**config.mk**
```make
export PLATFORM = sky130hd
export DESIGN_NAME = restoring_divider_32
export DESIGN_NICKNAME = d
export VERILOG_FILES = /design/src/rtl/restoring_divider_32.sv
export SDC_FILE = /design/constraint.sdc
export NUM_CORES = 1
export LEC_CHECK = 0
export ABC_AREA = 1
export BUFFER_PORTS_ARGS = -buffer_cell sky130_fd_sc_hd__clkbuf_2
export CAP_MARGIN = 30
export CORE_MARGIN = 2
export CORE_UTILIZATION = 40
export CTS_BUF_LIST = sky130_fd_sc_hd__clkbuf_8
export CTS_CLUSTER_SIZE = 14
export DETAILED_ROUTE_END_ITERATION = 6
export PLACE_DENSITY = 0.6
export SKIP_LAST_GASP = 1
export SLEW_MARGIN = 30
export SYNTH_ARGS = -nofsm -noshare
export SYNTH_HDL_FRONTEND = slang
export SYNTH_SLANG_ARGS = --single-unit
```
**constraint.sdc**
```tcl
create_clock -name clk -period 5.9 [get_ports clk]
set_clock_uncertainty 0.2 [all_clocks]
set_input_delay 0 -clock clk [delete_from_list [all_inputs] [get_ports clk]]
set_output_delay 0 -clock clk [all_outputs]
set_load 0.02 [all_outputs]
```
**src/rtl/restoring_divider_32.sv**
```systemverilog
// Radix-2 restoring divider for RV32M DIV/DIVU/REM/REMU.
// One quotient bit per cycle; start/ready/valid handshake shared with the multiplier.
module restoring_divider_32 (
    input  logic        clk,
    input  logic        rst_n,
    input  logic        flush,
    input  logic        start,
    input  logic [31:0] a,
    input  logic [31:0] b,
    input  logic [1:0]  op,
    input  logic        ready,
    output logic        busy,
    output logic        valid,
    output logic [31:0] result,
    output logic        done
);

    typedef enum logic [1:0] {
        IDLE,
        CALC,
        DONE
    } state_t;

    state_t      state_q, state_d;
    logic [31:0] quo_q, quo_d;
    logic [31:0] rem_q, rem_d;
    logic [31:0] dvs_q, dvs_d;
    logic [4:0]  cnt_q, cnt_d;
    logic        rsel_q, rsel_d;
    logic        neg_q, neg_d;
    logic        sa_q, sa_d;

    logic        sgn;
    logic        a_neg;
    logic        b_neg;
    logic [31:0] a_mag;
    logic [31:0] b_mag;
    logic [32:0] sh;
    logic [32:0] diff;
    logic        ge;
    logic [31:0] rem_it;
    logic [31:0] quo_it;

    // op[0] = 0 selects the signed variants (DIV, REM)
    assign sgn   = ~op[0];
    assign a_neg = sgn & a[31];
    assign b_neg = sgn & b[31];
    assign a_mag = a_neg ? (32'd0 - a) : a;
    assign b_mag = b_neg ? (32'd0 - b) : b;

    // Dividend bits stream out of quo_q MSB-first while quotient bits enter at the LSB
    assign sh     = {rem_q, quo_q[31]};
    assign diff   = sh - {1'b0, dvs_q};
    assign ge     = ~diff[32];
    assign rem_it = ge ? diff[31:0] : sh[31:0];
    assign quo_it = {quo_q[30:0], ge};

    always_comb begin
        state_d = state_q;
        quo_d   = quo_q;
        rem_d   = rem_q;
        dvs_d   = dvs_q;
        cnt_d   = cnt_q;
        rsel_d  = rsel_q;
        neg_d   = neg_q;
        sa_d    = sa_q;
        unique case (state_q)
            IDLE: begin
                if (start) begin
                    rsel_d = op[1];
                    neg_d  = a_neg ^ b_neg;
                    sa_d   = a_neg;
                    dvs_d  = b_mag;
                    quo_d  = a_mag;
                    rem_d  = 32'd0;
                    cnt_d  = 5'd0;
                    if (b == 32'd0) begin
                        state_d = DONE;
                        quo_d   = 32'hFFFF_FFFF;
                        rem_d   = a;
                    end else if (sgn && a == 32'h8000_0000 &&
                                 b == 32'hFFFF_FFFF) begin
                        state_d = DONE;
                        quo_d   = 32'h8000_0000;
                        rem_d   = 32'd0;
                    end else begin
                        state_d = CALC;
                    end
                end
            end
            CALC: begin
                quo_d = quo_it;
                rem_d = rem_it;
                cnt_d = cnt_q + 5'd1;
                if (cnt_q == 5'd31) begin
                    state_d = DONE;
                    quo_d   = neg_q ? (32'd0 - quo_it) : quo_it;
                    rem_d   = sa_q ? (32'd0 - rem_it) : rem_it;
                end
            end
            DONE: begin
                if (ready) begin
                    state_d = IDLE;
                end
            end
            default: begin
                state_d = IDLE;
            end
        endcase
        if (flush) begin
            state_d = IDLE;
        end
    end

    always_ff @(posedge clk) begin
        if (!rst_n) begin
            state_q <= IDLE;
            quo_q   <= 32'd0;
            rem_q   <= 32'd0;
            dvs_q   <= 32'd0;
            cnt_q   <= 5'd0;
            rsel_q  <= 1'b0;
            neg_q   <= 1'b0;
            sa_q    <= 1'b0;
        end else begin
            state_q <= state_d;
            quo_q   <= quo_d;
            rem_q   <= rem_d;
            dvs_q   <= dvs_d;
            cnt_q   <= cnt_d;
            rsel_q  <= rsel_d;
            neg_q   <= neg_d;
            sa_q    <= sa_d;
        end
    end

    assign busy   = (state_q != IDLE);
    assign valid  = (state_q == DONE);
    assign done   = valid & ready;
    assign result = valid ? (rsel_q ? rem_q : quo_q) : 32'd0;

endmodule
```
-- Word level (Yosys, flattened, before mapping)
Index checks and enable logic that the tools add are counted.
- register bits: 106
- input port bits: 71
- output and inout port bits: 35
- logic and storage cells: 63
- $add $sub $neg: 6
- equality and inequality tests: 8
- multiplexer cells: 24
- bitwise operators: 7
- reduce and logical (&&, ||, !) cells: 10
- operators by type and width (cell ; number):
    $mux 32 ; 14
    $pmux 32 s2 ; 2
    $sub 1x32->32 const A ; 4
    $eq 32x32->1 const B ; 2
    $sub 33x32->33 ; 1
    $logic_not 32->1 ; 1
    $mux 2 ; 5
    $pmux 5 s2 ; 1
    $ne 2x2->1 const B ; 3
    $pmux 2 s3 ; 1
    $add 5x1->5 const B ; 1
    $eq 5x5->1 const B ; 1
    $mux 5 ; 1
    $reduce_and 2->1 ; 2
    $reduce_bool 2->1 ; 2
    $and 1x1->1 ; 3
    $not 1->1 ; 3
    $reduce_and 3->1 ; 1
    $eq 2x1->1 const B ; 1
    $eq 2x2->1 const B ; 1
    $logic_and 1x1->1 ; 2
    $logic_not 2->1 ; 1
    $reduce_or 2->1 ; 1
    $xor 1x1->1 ; 1

-- Longest topological paths before layout
- depth in word-level cells: 7
- gate-level depth with buffers: 29

-- Worst setup path before layout
No wires, ideal clock.
- kind: reg2reg
- from: register quo_q[31]
- to: register quo_q[30]
- library setup time: 0.119 ns
- data arrival time: 3.751 ns
- required time: 5.581 ns
- path slack: 1.830 ns
- stages on the path, launching flop included: 29
- path buffers: 1
- path through: dfxtp_1 inv_1 ha_1 fa_1 inv_1 nand2_1 nand2_1 nand3_1 nand2_1 nand2_1 nand2_2 nand2_4 nand2_4 nand2_4 nand2_4 buf_2 ha_1 nand4_1 nor3_1 nand2_1 inv_1 nand2_1 o21ai_0 nand2_1 nor2_1 o21ai_0 xor2_1 a211oi_1 nor2_1
- cells in the longest elaborated chain, start to end: 6
- ends and longest elaborated chain (item ; RTL line ; RTL):
    start, declared ; 25 ; logic [31:0] quo_q, quo_d;
    start signal, assigned ; 127 ; quo_q <= quo_d;
    $sub 33x32->33 ; 53 ; assign diff = sh - {1'b0, dvs_q};
    $not 1->1 ; 54 ; assign ge = ~diff[32];
    $sub 1x32->32 ; 97 ; quo_d = neg_q ? (32'd0 - quo_it) : quo_it;
    $mux 32 ; 97 ;
    $mux 32 ; 95 ; if (cnt_q == 5'd31) begin
    $pmux 32 s2 ; 67 ; unique case (state_q)
No other way between the ends.
A chain may end at the register's enable or synchronous reset.

-- Final worst setup path
Ends and elaborated chain as after synthesis.

==> qor.txt <==
syn_area_per_cell = 5.60 um2
Syn Nets = 2204
largest net degree at the start of global routing = 73
die width = 175 um
Post-synth EDFFs = 0
top cell type by total area after synthesis = nand2_1
Total Wirelength = 47900 um
CP Launch Type = flip-flop
post-synthesis cell count = 2093
YS warnings = 0
worst vdd ir = 0.113 mV
asr flop ratio synth = 0
Final Hold Fails = 0
Crit path arrival time = 5.06 ns
# IOs = 106
Rel. slew slack = 0.388
global-route wire length before repair = 73300 um
H-tree depth = 3
nets = 2333
RSZ-0062 raised after global routing = no
Pins Over Slew Limit = 0
Post-Layout Cell Count = 2611
CP Capture Type = flip-flop
share of layout cells above drive strength 1 = 0.0903
ANT nets after route = 0
via count = 14229
DR iter-0 viols = 1619
status = completed
gr usage total = 0.309
diodes inserted = 0
Inserted Clock Buffers = 9
pwr/cell area = 228 nW/um2
Hold Crit Start = op[0]
Post CTS Setup Buffer Count = 0
Main synth FF type = dfxtp_1
Core Area = 28800 um2
worst-path maximum fanout = 45
Die H = 175 um
FMAX = 203 MHz
placed wire-length estimate = 37200 um
starting density of the core = 0.408
Port Buffers = 105
TritonRoute pass-1 iters = 6
Cells after DPL = 2519
fin crit period = 4.93 ns
Register-to-Register Setup Slack = 0.97 ns
Synth Cell Area = 11700 um2
CTS Buffer Depth = 2
initial antenna violation count = 1
Yosys top cell area share = 0.195
Setup TNS = 0 ns
vias per cell = 5.45
Area Growth Syn to Fin = 15.1%
gp weighted congestion = 1.01
library cells used by synthesis = 48
Setup CP Type = reg -> reg
clock-pin slew on the worst setup and hold paths = 0.13 ns
Register Area = 2120 um2
Clock Tree Root = clkbuf_8
# fillers = 3125
vias in the first global route = 12846
Worst-Skew Late Latency = 0.42 ns
Hold Path End = dvs_q[1]$_SDFFE_PN0P_
#FFs+latches synth = 106
area of the multi-input gates = 8110 um2
clk sinks = 106
final global-route overflow total = 0
TritonCTS clock tree = built
sequential area share after synthesis = 0.181
worst setup margin = 0.966 ns
Tcrit/Tclk final = 0.836
total power draw = 0.00308 W
Reg2Reg Capture Point = quo_q[30]$_SDFFE_PN0P_
DRC viols = 0
static leakage = 6.73 nW
Data required, critical path = 6.03 ns
Hold Path Class = in -> reg
Synth area leaders = nand2_1, dfxtp_1, inv_1
max-cap violations = 0
die area = 30700 um2
Hold Crit Depth = 7
Worst R2R Path Depth = 27
reg2reg start = quo_q[31]$_SDFFE_PN0P_
Least-Margin Pin Slew = 0.911 ns
final setup fails = 0
number of core rows = 62
Avg WL per Cell = 18.3 um
pre-CTS setup slack = 1.09 ns
==> flip-flops by register name, indices dropped and copies added, names as in the netlist <==
| signal | count |
|---|---|
| dvs_q | 32 |
| quo_q | 32 |
| rem_q | 32 |
| cnt_q | 5 |
| state_q | 2 |
| neg_q | 1 |
| rsel_q | 1 |
| sa_q | 1 |
==> power by group <==
group          switching, W  total [W]  internal (W)  leakage (nW)
clock network      0.000314   0.000600      0.000286         0.125
registers         0.0000660   0.000841      0.000775         0.873
logic               0.00114    0.00164      0.000499          5.74
==> area by class of cell <==
cell class | instances | area share
clock buffer | 9 | 0.00917
clock inverter | 7 | 0.00899
inverter | 309 | 0.0861
multi-input combinational | 1602 | 0.601
sequential | 106 | 0.157
tap | 384 | 0.0356
timing repair buffer | 194 | 0.102
==> per-layer routing <==
layer / vias up / global-route usage / part of all wire / routed length, um
li1: 7008 / - / - / -
met1: 6510 / 0.440 / 0.45 / 21500
met2: 625 / 0.463 / 0.42 / 20100
met3: 86 / 0.0476 / 0.089 / 4250
met4: 0 / 0.130 / 0.042 / 1990
met5: - / 0 / 0 / 0
==> critical path, stage by stage, from the launching register on <==
cell and delay, ns:
dfxtp_1 0.41, inv_1 0.06, ha_1 0.22, fa_1 0.41, inv_1 0.09, nand2_1 0.06
nand2_1 0.08, nand3_1 0.08, nand2_1 0.14, nand2_1 0.09, nand2_2 0.12, nand2_4 0.09
nand2_4 0.09, nand2_4 0.08, nand2_4 0.40, ha_1 0.31, nand4_1 0.13, nor3_1 0.22
nand2_1 0.08, inv_1 0.14, nand2_1 0.09, o21ai_0 0.32, nand2_1 0.14, nor2_1 0.18
o21ai_0 0.13, xor2_1 0.17, a211oi_1 0.24, nor2_1 0.05
==> worst max-delay path by stage <==
stage / slack (ns) / startpoint / cells after the start / endpoint
final: 0.97 / quo_q[31]$_SDFFE_PN0P_ / 27 / quo_q[30]$_SDFFE_PN0P_
after global placement: 1.13 / quo_q[31]$_SDFFE_PN0P_ / 27 / quo_q[30]$_SDFFE_PN0P_
after floorplan: 1.83 / quo_q[31]$_SDFFE_PN0P_ / 28 / quo_q[30]$_SDFFE_PN0P_
after global routing: 0.52 / quo_q[31]$_SDFFE_PN0P_ / 27 / quo_q[30]$_SDFFE_PN0P_
after CTS: 1.06 / quo_q[31]$_SDFFE_PN0P_ / 27 / quo_q[30]$_SDFFE_PN0P_
after detailed placement: 1.09 / quo_q[31]$_SDFFE_PN0P_ / 27 / quo_q[30]$_SDFFE_PN0P_
==> cells in the final DEF, fill, tap and decap left out, drive strengths merged, types with 4 or more instances in the layout <==
| master | n |
|---|---|
| nand3 | 118 |
| o211ai | 9 |
| o21ai | 175 |
| xnor2 | 12 |
| nand3b | 4 |
| a31oi | 8 |
| clkbuf | 114 |
| nand4 | 32 |
| ha | 39 |
| xor2 | 79 |
| nor4 | 11 |
| buf | 13 |
| a221oi | 5 |
| clkinv | 4 |
| nand2 | 633 |
| or2 | 5 |
| dfxtp | 106 |
| o31ai | 21 |
| nor3 | 36 |
| o221ai | 14 |
| inv | 309 |
| nor2 | 210 |
| a21oi | 172 |
| o21bai | 5 |
| dlygate4sd3 | 76 |
==> cell usage after synthesis (3+ instances only) <==
cell,instances
a21oi_1,166
a21oi_2,5
a221oi_1,5
a31oi_1,8
buf_1,8
buf_2,7
buf_6,3
clkbuf_1,54
clkinv_1,3
dfxtp_1,106
ha_1,39
inv_1,297
inv_2,9
nand2_1,610
nand2_2,16
nand2_4,7
nand3_1,116
nand3b_1,4
nand4_1,32
nor2_1,199
nor2_2,11
nor3_1,32
nor3_2,4
nor4_1,11
o211ai_1,9
o21ai_0,162
o21ai_1,9
o21ai_2,4
o21bai_1,5
o221ai_1,14
o31ai_1,21
or2_2,4
xnor2_1,12
xor2_1,79
==> cell families (layout without fill, tap and decap cells) <==
kind of cell	count (synthesis)	after routing	share of synthesized area
and+or+nand+nor	1052	1052	0.379
xor gates and xnor gates	91	91	0.0679
buffers and inverters	385	519	0.129
adders and majority gates	40	40	0.0433
DFF	106	106	0.181
AOI/OAI and AO/OA	419	419	0.199
==> repair_timing <==
action,in CTS,in global routing
gates resized for setup,0,0
hold buffers,76,0
endpoints found under the hold margin,74,0
==> metrics by stage <==
stage                     hold WS, ns   util  area, um2
final                          0.0310  0.469      13500
after global routing           0.0127  0.469      13500
after CTS                     0.00117  0.469      13500
after detailed placement       0.0947  0.434      12500
after global placement         0.0840  0.434      12500
after floorplan               -0.0592      -      11700
(Power assumes the default switching activity.)
